[src/rtl/muldiv_unit.sv]
// Iterative RV32M-style multiply/divide engine: shift-add multiply and restoring
// divide, BITS_PER_CYCLE bits retired per iteration, sign fix-up on the last step.
module muldiv_unit #(
    parameter int WIDTH          = 32,
    parameter int BITS_PER_CYCLE = 1
) (
    input  logic             clk,
    input  logic             rst,
    input  logic             start,
    input  logic [2:0]       op,
    input  logic [WIDTH-1:0] a,
    input  logic [WIDTH-1:0] b,
    input  logic             flush,
    output logic             busy,
    output logic             done,
    output logic [WIDTH-1:0] result
);
    localparam int ITER = WIDTH / BITS_PER_CYCLE;
    localparam int CW   = (ITER > 1) ? $clog2(ITER) : 1;

    typedef enum logic [1:0] {IDLE, CALC, DONE} state_t;
    state_t state, state_nx;

    logic [CW-1:0]      count;
    logic [2:0]         op_q;
    logic               neg_q, neg_r;
    logic [2*WIDTH-1:0] acc, mcand, acc_nx, prod_f;
    logic [WIDTH-1:0]   mplier, rem, quo, divisor;
    logic [WIDTH-1:0]   rem_nx, quo_nx, quo_f, rem_f, res_fin;
    logic [WIDTH:0]     trial;

    // operand decode at the accepting edge
    logic             a_sgn, b_sgn, neg_a, neg_b, div_zero, div_ovf, special, accept, last;
    logic [WIDTH-1:0] mag_a, mag_b, special_res;

    assign a_sgn    = (op == 3'b001) || (op == 3'b010) || (op == 3'b100) || (op == 3'b110);
    assign b_sgn    = (op == 3'b001) || (op == 3'b100) || (op == 3'b110);
    assign neg_a    = a_sgn & a[WIDTH-1];
    assign neg_b    = b_sgn & b[WIDTH-1];
    assign mag_a    = neg_a ? -a : a;
    assign mag_b    = neg_b ? -b : b;
    assign div_zero = op[2] && (b == '0);
    assign div_ovf  = op[2] && !op[0] && (a == {1'b1, {(WIDTH-1){1'b0}}}) && (&b);
    assign special  = div_zero | div_ovf;
    assign special_res = div_zero ? (op[1] ? a : '1) : (op[1] ? '0 : a);
    assign accept   = start && !flush && (state != CALC);
    assign last     = (count == CW'(ITER-1));
    assign busy     = (state == CALC);
    assign done     = (state == DONE);

    // one iteration of both datapaths; op_q picks which one matters at the end
    always_comb begin
        acc_nx = acc;
        for (int i = 0; i < BITS_PER_CYCLE; i++)
            if (mplier[i]) acc_nx = acc_nx + (mcand << i);
        rem_nx = rem;
        quo_nx = quo;
        trial  = '0;
        for (int i = 0; i < BITS_PER_CYCLE; i++) begin
            trial  = {rem_nx, quo_nx[WIDTH-1]};
            quo_nx = {quo_nx[WIDTH-2:0], 1'b0};
            if (trial >= {1'b0, divisor}) begin
                trial     = trial - {1'b0, divisor};
                quo_nx[0] = 1'b1;
            end
            rem_nx = trial[WIDTH-1:0];
        end
        prod_f = neg_q ? -acc_nx : acc_nx;
        quo_f  = neg_q ? -quo_nx : quo_nx;
        rem_f  = neg_r ? -rem_nx : rem_nx;
        case (op_q)
            3'b000:                 res_fin = prod_f[WIDTH-1:0];
            3'b001, 3'b010, 3'b011: res_fin = prod_f[2*WIDTH-1:WIDTH];
            3'b100, 3'b101:         res_fin = quo_f;
            default:                res_fin = rem_f;
        endcase
    end

    always_ff @(posedge clk) begin
        if (rst) state <= IDLE;
        else     state <= state_nx;
    end

    always_comb begin
        state_nx = state;
        case (state)
            IDLE, DONE: state_nx = accept ? (special ? DONE : CALC) : IDLE;
            CALC:       state_nx = last ? DONE : CALC;
            default:    state_nx = IDLE;
        endcase
        if (flush) state_nx = IDLE;
    end

    always_ff @(posedge clk) begin
        if (rst) begin
            count   <= '0;
            op_q    <= '0;
            neg_q   <= 1'b0;
            neg_r   <= 1'b0;
            acc     <= '0;
            mcand   <= '0;
            mplier  <= '0;
            rem     <= '0;
            quo     <= '0;
            divisor <= '0;
            result  <= '0;
        end else if (accept) begin
            count   <= '0;
            op_q    <= op;
            neg_q   <= neg_a ^ neg_b;
            neg_r   <= neg_a;
            acc     <= '0;
            mcand   <= {{WIDTH{1'b0}}, mag_a};
            mplier  <= mag_b;
            rem     <= '0;
            quo     <= mag_a;
            divisor <= mag_b;
            if (special) result <= special_res;
        end else if (state == CALC && !flush) begin
            count  <= count + 1'b1;
            acc    <= acc_nx;
            mcand  <= mcand << BITS_PER_CYCLE;
            mplier <= mplier >> BITS_PER_CYCLE;
            rem    <= rem_nx;
            quo    <= quo_nx;
            if (last) result <= res_fin;
        end
    end
endmodule
[config.mk]
export PLATFORM = sky130hd
export DESIGN_NAME = muldiv_unit
export DESIGN_NICKNAME = d
export VERILOG_FILES = /design/src/rtl/muldiv_unit.sv
export SDC_FILE = /design/constraint.sdc
export NUM_CORES = 1
export LEC_CHECK = 0
export CORE_UTILIZATION = 45
export CTS_CLUSTER_SIZE = 12
export DETAILED_ROUTE_END_ITERATION = 12
export PLACE_DENSITY = 0.59
export SYNTH_ARGS = -nofsm -noshare
export SYNTH_HDL_FRONTEND = slang
export SYNTH_SLANG_ARGS = --single-unit
[constraint.sdc]
create_clock -name clk -period 9.6 [get_ports clk]
set_input_delay 1.92 -clock clk [delete_from_list [all_inputs] [get_ports clk]]
set_output_delay 1.92 -clock clk [all_outputs]
set_load 0.005 [all_outputs]
; ---- Word level (Yosys, flattened, before mapping)
; Index checks and enable logic that the tools add are counted.
[totals]
input_bits = 71
output_inout_bits = 34
word_cells = 93
regBits = 300
[op_classes]
bitwise_logic = 4
order_cmp = 1
reduce_logical = 26
eq_ne = 15
n_mux = 26
addsub = 8
[op_table]
columns = op, count
row1 = $mux 32, 18
row2 = $mux 64, 2
row3 = $neg 32->32, 4
row4 = $pmux 32 s3, 1
row5 = $add 64x64->64, 1
row6 = $neg 64->64, 1
row7 = $ge 33x32->1, 1
row8 = $eq 32x32->1 const B, 1
row9 = $logic_not 32->1, 1
row10 = $reduce_and 32->1, 1
row11 = $sub 32x32->32, 1
row12 = $eq 3x3->1 const B, 4
row13 = $eq 3x2->1 const B, 3
row14 = $reduce_or 2->1, 4
row15 = $logic_and 1x1->1, 7
row16 = $eq 3x1->1 const B, 2
row17 = $mux 2, 3
row18 = $add 5x1->5 const B, 1
row19 = $eq 5x5->1 const B, 1
row20 = $logic_or 1x1->1, 5
row21 = $pmux 2 s2, 1
row22 = $reduce_bool 2->1, 2
row23 = $logic_not 3->1, 1
row24 = $reduce_and 3->1, 1
row25 = 11 further kinds, 13

; ---- Logic depth before layout (Yosys ltp)
; Gate-level depths: netlist of the first run.
[logic_depth]
word_depth = 8
mapped_depth = 23
mapped_depth_nobuf = 18

; ---- Worst setup path before layout of the first run
; OpenSTA, ideal clock, no wires.
[synth_path]
kind = register to register
start = register mplier[0]
end = register result[22]
arrival_time_ns = 5.838
setup_ns = 0.075
t_required_ns = 9.525
path_buffers = 11
period_less_slack_ns = 5.913
path_stages_with_launch = 23
slack_ns = 3.687
path_cell_list = dfxtp_1 -> buf_4 -> clkbuf_1 -> buf_2 -> buf_2 -> buf_1 -> buf_2 -> buf_1 -> buf_2 -> buf_1 -> buf_1 -> mux2i_1 -> ha_1 -> nand4_1 -> nand2b_1 -> or4_1 -> buf_2 -> nor4b_4 -> nand3_1 -> or4_1 -> nor4b_2 -> mux2_1 -> o22ai_1
[synth_via]
elab_chain_cells = 7
[synth_lines]
columns = item, line_no
row1 = "start, declared", 28  ; logic [WIDTH-1:0] mplier, rem, quo, divisor;
row2 = "start signal, assigned", 114  ; mplier <= mag_b;
row3 = "start signal, assigned", 123  ; mplier <= mplier >> BITS_PER_CYCLE;
row4 = $mux 64 (*), 55  ; if (mplier[i]) acc_nx = acc_nx + (mcand << i);
row5 = $neg 64->64, 68  ; prod_f = neg_q ? -acc_nx : acc_nx;
row6 = $mux 64 (*), 68
row7 = $pmux 32 s3 (*), 71  ; case (op_q)
row8 = $mux 32 (*), 126  ; if (last) result <= res_fin;
row9 = $mux 32 (*), 119  ; end else if (state == CALC && !flush) begin
row10 = $mux 32 (*), 107  ; end else if (accept) begin
row11 = "end signal, assigned", 118  ; if (special) result <= special_res;
row12 = "end signal, assigned", 126
row13 = "end, declared", 16  ; output logic [WIDTH-1:0] result
; Every way passes the cells marked *; elsewhere a longest branch is shown, timed or not. The select of a mux whose other input is x is not followed.
; A chain may end at the register's enable or synchronous reset.

; ---- Worst setup path after layout of the first run
[layout_path]
start = register acc[0]
end = register result[27]
[layout_via]
elab_chain_cells = 8
[layout_lines]
columns = item, line_no
row1 = "start, declared", 27  ; logic [2*WIDTH-1:0] acc, mcand, acc_nx, prod_f;
row2 = "start signal, assigned", 121  ; acc <= acc_nx;
row3 = $add 64x64->64, 55
row4 = $mux 64 (*), 55
row5 = $neg 64->64, 68
row6 = $mux 64 (*), 68
row7 = $pmux 32 s3 (*), 71
row8 = $mux 32 (*), 126
row9 = $mux 32 (*), 119
row10 = $mux 32 (*), 107
; Marked as above.

==> results of run 1 <==
layer usage:
metal | vias to the layer above | share of wire, % | wire [um]
li1 | 13200 | - | -
met1 | 13500 | 42 | 46400
met2 | 1399 | 44 | 47900
met3 | 262 | 8.7 | 9520
met4 | 6 | 4.9 | 5390
met5 | - | 0.027 | 29
how the worst min path moves through the flow:
stage	from	end	slack [ps]	cells past startpoint
2_1_floorplan	mplier[1]	mplier[1]	430	2
3_3_place_gp	mplier[1]	mplier[1]	450	2
3_5_place_dp	mplier[1]	mplier[1]	450	2
4_1_cts	mplier[1]	mplier[1]	460	2
5_1_grt	divisor[0]	divisor[0]	490	2
6_report	mplier[1]	mplier[1]	460	2
worst register-to-register path, cell delays in order (launching register included):
cell       delay, ps
dfxtp_1          330
ha_1             270
fa_1             450
a211oi_2         400
o21ai_1          370
nand4_1          230
o2111a_1         420
a311oi_1         150
a2111oi_0       1070
a31oi_1          370
and3b_1          370
nand3_1          200
nor4_1           490
mux2_2           410
a21oi_1          120
cell usage in the layout, fill, tap and decap left out, drive strengths merged, types with 87 or more instances in the layout:
master         Yosys  final
nand2            411    411
a21oi            328    328
o21ai            218    218
clkdlybuf4s50      0    102
dfxtp            300    300
a211oi           146    146
ha               103    103
nor2             371    371
nor3              98     98
inv               85     87
xnor2            109    109
per-stage QoR:
| stage | hold WS [ps] | util [%] | instances |
|---|---|---|---|
| floorplan | 432 | - | 3564 |
| global placement | 449 | 48.0 | 4209 |
| detailed placement | 447 | 48.0 | 4209 |
| CTS | 459 | 50.6 | 4280 |
| global route | 492 | 50.6 | 4281 |
| finish | 461 | 50.6 | 4282 |
cell families after synthesis:
group                      Yosys count  share of synthesized area [%]
adders and majority gates          105                           5.17
and+or+nand+nor                   1362                           25.7
DFF                                300                           23.4
AOI/OAI and AO/OA                 1201                           31.6
buffers and inverters              343                           5.17
muxes                               69                           2.75
xor gates and xnor gates           184                           6.27
power breakdown:
part / switching (mW) / internal [mW] / total, mW
clock: 0.639 / 1.06 / 1.70
sequential: 0.0639 / 1.30 / 1.36
combinational: 0.776 / 0.388 / 1.16
total: 1.48 / 2.75 / 4.23
sequential cells by signal (all words and copies together) (netlist names):
name / cells
acc: 64
mcand: 64
divisor: 32
mplier: 32
quo: 32
rem: 32
result: 32
count: 5
op_q: 3
state: 2
neg_q: 1
neg_r: 1
layout make-up:
cell class	count	area [um^2]
Clock buffer	53	1120
Multi-Input combinational cell	2921	18400
Clock inverter	18	343
Fill cell	5683	27900
Inverter	85	319
Tap cell	756	946
Sequential cell	300	6010
Timing Repair Buffer	147	1360
Antenna cell	2	5.00
==> results.py, run 1 <==
metrics = {
    "run_status": {
        "status": "finished, final reports clean",
    },
    "synth": {
        "synthCells": 3564,
        "yosysWarningCount": 0,
        "yosysTopAreaCellShare_pct": 23.4,
        "syn_nets": 3740,
        "synth_ff_type": "dfxtp_1",
        "seq_area_frac_synth_pct": 23.4,
        "yosysMostFrequentCell": "nand2_1",
        "async_flop_share_pct": 0,
        "syn_area_um2": 25700,
        "syn_avg_cell_area_um2": 7.22,
        "ys_ff_latch": 300,
        "synth_edf_count": 0,
        "ys_top_cells_by_area": "dfxtp_1 23%, a21oi_1 6.3%, nand2_1 6.0%, nor2_1 5.4%, ha_1 5.0%",
        "synth_top_cell_by_area": "dfxtp_1",
        "synth_cell_types": 103,
        "yosys-top-cells-count": "410 x nand2_1, 371 x nor2_1, 325 x a21oi_1, 300 x dfxtp_1, 213 x clkbuf_1",
    },
    "die": {
        "fp.dieW_um": 241,
        "fp.dieH_um": 241,
        "design.die.area_um2": 58100,
        "start_util_pct": 45.6,
        "io_pins": 105,
        "design.core.area_um2": 56400,
        "num_rows": 87,
    },
    "critical_path": {
        "reg2regPathDepth": 14,
        "critPathRequiredTime_ps": 10110,
        "critical_path_peak_fanout": 5,
        "start_kind": "flop",
        "crit_end": "result[27]",
        "worst_setup_path_end_kind": "flop",
        "worstReg2RegStart": "acc[0]",
        "r2r_end": "result[27]",
        "cp_slowest_stage_delay_ps": 1070,
        "r2r_slack_ps": 3870,
        "cp_slowest_cell": "a2111oi_0",
        "cp.depth": 14,
        "crit_start": "acc[0]",
        "cp.buffers_inverters": 0,
        "crit_chain": "ha_1 > fa_1 > a211oi_2 > o21ai_1 > nand4_1 > o2111a_1 > a311oi_1 > a2111oi_0 > a31oi_1 > and3b_1 > nand3_1 > nor4_1 > mux2_2 > a21oi_1",
        "critPathKind": "reg2reg",
        "crit_family": "compound AO/OA/AOI/OAI gates",
        "cp.arrival_ps": 6240,
    },
    "clocking": {
        "clk_transition_reported_paths_ps": 60,
        "cts-resized-gates": 0,
        "cts_tree": "done",
        "numCtsBuffers": 40,
        "clockRootBuffer": "clkbuf_16",
        "numClockSinks": 300,
        "post_cts_buffers": 0,
        "cts_max_level": 2,
        "insertion_delay_ps": 590,
        "clockBufferDepth": 3,
        "hold_buffers": 0,
    },
    "timing": {
        "max_slew.worst_pin.slew_ps": 1270,
        "min_period_ps": 5730,
        "fin_ws_ps": 3870,
        "tns_ps": 0,
        "skew_ps": 31.4,
        "drv_slew": 0,
        "fin_crit_sh_pct": 59.7,
        "rsz0062_at_grt": "no",
        "max_freq_mhz": 175,
        "hold_violations": 0,
        "slew_headroom_pct": 13.0,
        "setup-violations-final": 0,
    },
    "placement": {
        "place_area_um2": 27000,
        "routabilityCongestion": 1.01,
        "dpl_worst_slack_ps": 3420,
        "port_buffers": 104,
        "dp_hpwl_um": 83400,
    },
    "layout": {
        "postLayoutCellArea_um2": 28500,
        "syn_to_final_growth_pct": 10.9,
        "finalNetCount": 3671,
        "layout-drive-gt1-share_pct": 5.73,
    },
    "routing": {
        "drt_iter0_drc": 2833,
        "wire_per_inst_um": 25.5,
        "drtAntennaViolNets": 0,
        "firstDrtPassIters": 8,
        "drc": 0,
        "via_per_inst": 6.63,
        "via_count": 28400,
        "routed_wl_um": 109000,
    },
    "global_route": {
        "grt_first_pass_wirelength_um": 160000,
        "busiest_layer": "met2",
        "met2_usage_pct": 56.8,
        "grt_max_degree": 92,
        "grt-ovfl-total": 0,
        "met3_usage_pct": 7.74,
        "gr-usage-met1_pct": 47.6,
        "grt_pass1_vias": 25700,
        "antenna_found_initial": 6,
        "grt_util_all_layers_pct": 36.3,
    },
    "power_and_ir_drop": {
        "ir_worst_vdd_mv": 0.133,
        "powerDensity_nw_per_um2": 148,
        "p_leak_nw": 9.95,
        "power_mw": 4.23,
    },
    "worst_hold_path": {
        "hold_path_class": "reg2reg",
    },
    "run": {
        "max-cap-violations": 0,
    },
}
No activity file was read; power rests on OpenSTA's default activity.
==> run 2: changes to the inputs <==
- PLACE_DENSITY: 0.59 -> 0.61
- clock period: 9.6 -> 5.1 ns (I/O delays scaled with it)
==> results.py, run 2 (synthesis gave the netlist of run 1 again) <==
metrics = {
    "placement": {
        "dp_hpwl_um": 91900,
        "place_area_um2": 28600,
        "routabilityCongestion": 1.06,
        "port_buffers": 104,
    },
    "routing": {
        "wire_per_inst_um": 26.3,
        "routed_wl_um": 118000,
        "via_count": 29800,
        "drt_iter0_drc": 3533,
        "drtAntennaViolNets": 0,
        "drc": 0,
        "firstDrtPassIters": 8,
        "via_per_inst": 6.65,
    },
    "critical_path": {
        "cp.buffers_inverters": 3,
        "crit_chain": "ha_1 > fa_1 > a211oi_4 > o21ai_2 > nand2_1 > a21oi_1 > or4_1 > a32oi_2 > o21ai_1 > buf_4 > nor4_2 > buf_4 > a21oi_1 > xnor2_1 > a221oi_2 > buf_4 > nor3_1",
        "cp_slowest_cell": "or4_1",
        "critical_path_peak_fanout": 5,
        "cp.arrival_ps": 5400,
        "crit_family": "compound AO/OA/AOI/OAI gates",
        "start_kind": "flop",
        "critPathKind": "reg2reg",
        "cp_slowest_stage_delay_ps": 540,
        "worst_setup_path_end_kind": "flop",
        "cp_common_cell": "buf_4",
        "critPathRequiredTime_ps": 5550,
    },
    "global_route": {
        "grt_util_all_layers_pct": 39.3,
        "grt-ovfl-total": 0,
        "grt_first_pass_wirelength_um": 172000,
        "grt_pass1_vias": 27100,
        "antenna_found_initial": 6,
        "grt_max_degree": 99,
    },
    "die": {
        "fp.dieW_um": 241,
        "design.die.area_um2": 58100,
        "num_rows": 87,
        "io_pins": 105,
        "fp.dieH_um": 241,
        "design.core.area_um2": 56400,
        "start_util_pct": 45.6,
    },
    "layout": {
        "layout-drive-gt1-share_pct": 11.4,
        "syn_to_final_growth_pct": 17.5,
        "reg_top3": "acc: 64 flops, mcand: 64 flops",
        "finalNetCount": 3872,
        "final_common_cell": "nand2_1",
        "n_fill_cell": 5572,
        "postLayoutCellArea_um2": 30200,
        "post-route-util_pct": 53.6,
        "layout_common_cells": "410 x nand2_1, 369 x nor2_1, 323 x a21oi_1",
    },
    "power_and_ir_drop": {
        "p_seq_share_pct": 30.8,
        "clkPwrFrac_pct": 38.6,
        "comb_power_share_pct": 30.5,
        "ir_worst_vdd_mv": 0.277,
        "netSwitchingFraction_pct": 35.9,
        "internal_power_mw": 5.29,
        "p_leak_nw": 11.0,
        "powerDensity_nw_per_um2": 273,
        "p_sw_mw": 2.97,
    },
    "timing": {
        "drv_slew": 0,
        "fin_crit_sh_pct": 97.0,
        "hold_violations": 0,
        "max_freq_mhz": 202,
        "slew_headroom_pct": 27.7,
        "setup-violations-final": 0,
        "max_slew.worst_pin.slew_ps": 1080,
        "tns_ps": 0,
        "rsz0062_at_grt": "no",
        "min_period_ps": 4950,
        "skew_ps": 33.6,
    },
    "clocking": {
        "numClockSinks": 300,
        "numCtsBuffers": 39,
        "clockRootBuffer": "clkbuf_16",
        "clk_transition_reported_paths_ps": 60,
        "clockBufferDepth": 3,
        "cts_tree": "done",
        "cts_max_level": 2,
        "insertion_delay_ps": 600,
    },
    "run": {
        "max-cap-violations": 0,
    },
    "worst_hold_path": {
        "hold_path_class": "reg2reg",
    },
    "run_status": {
        "status": "finished, final reports clean",
    },
}
## run 2: final timing paths
check | from | to | slack [ps] | cells after the start
worst max-delay path | acc[0] | result[1] | 150 | 17
worst min-delay path | count[4] | count[4] | 470 | 2
worst max register to register | acc[0] | result[1] | 150 | 17
worst min register to register | count[4] | count[4] | 470 | 2
## run 2: what timing repair did
item / CTS / global route
pin swaps: 0 / 4
hold buffers: 0 / 0
setup endpoints to repair: 2 / 27
buffers inserted: 0 / 1
gates resized for setup: 2 / 20
## run 2: power by group through the flow
stage,Combinational (mW),Sequential [mW],Clock (mW)
3_5_place_dp,2.40,2.59,0
2_1_floorplan,1.50,2.55,0
6_report,2.52,2.55,3.19
3_3_place_gp,2.38,2.59,0
5_1_grt,2.65,2.56,3.30
4_1_cts,2.42,2.54,3.21
## run 2: tightest hold or removal path, cell delays in order (launching register included)
cell,delay (ps)
dfxtp_1,310
nand2_1,50
a21oi_1,50
## run 2: per-stage QoR
| step | power (mW) | std cells | hold WS, ps | worst slack, ps |
|---|---|---|---|---|
| 5_1_grt | 8.50 | 4482 | 488 | 24.2 |
| 4_1_cts | 8.17 | 4479 | 459 | 21.3 |
| 3_5_place_dp | 5.00 | 4410 | 445 | -145 |
| 6_report | 8.26 | 4482 | 467 | 153 |
| 2_1_floorplan | 4.05 | 3564 | 432 | 21.4 |
| 3_3_place_gp | 4.97 | 4410 | 443 | -110 |
## run 2: final cells by class
class | count | area (um^2) | share of cell area (%)
multi-input combinational | 2921 | 18600 | 61.4
sequential | 300 | 6010 | 19.9
timing repair buffer | 349 | 2950 | 9.75
clock buffer | 47 | 1070 | 3.53
tap | 756 | 946 | 3.13
clock inverter | 22 | 365 | 1.21
inverter | 85 | 319 | 1.06
antenna | 2 | 5.00 | 0.0166
## run 2: per-layer routing
layer	part of all wire, %	up-vias	GRT usage (%)	wire (um)
met1	40	14300	50.0	47500
met5	0.019	-	0	22
met4	6.5	4	21.7	7670
li1	-	13600	-	-
met2	44	1622	62.2	51600
met3	9.2	374	7.80	10900
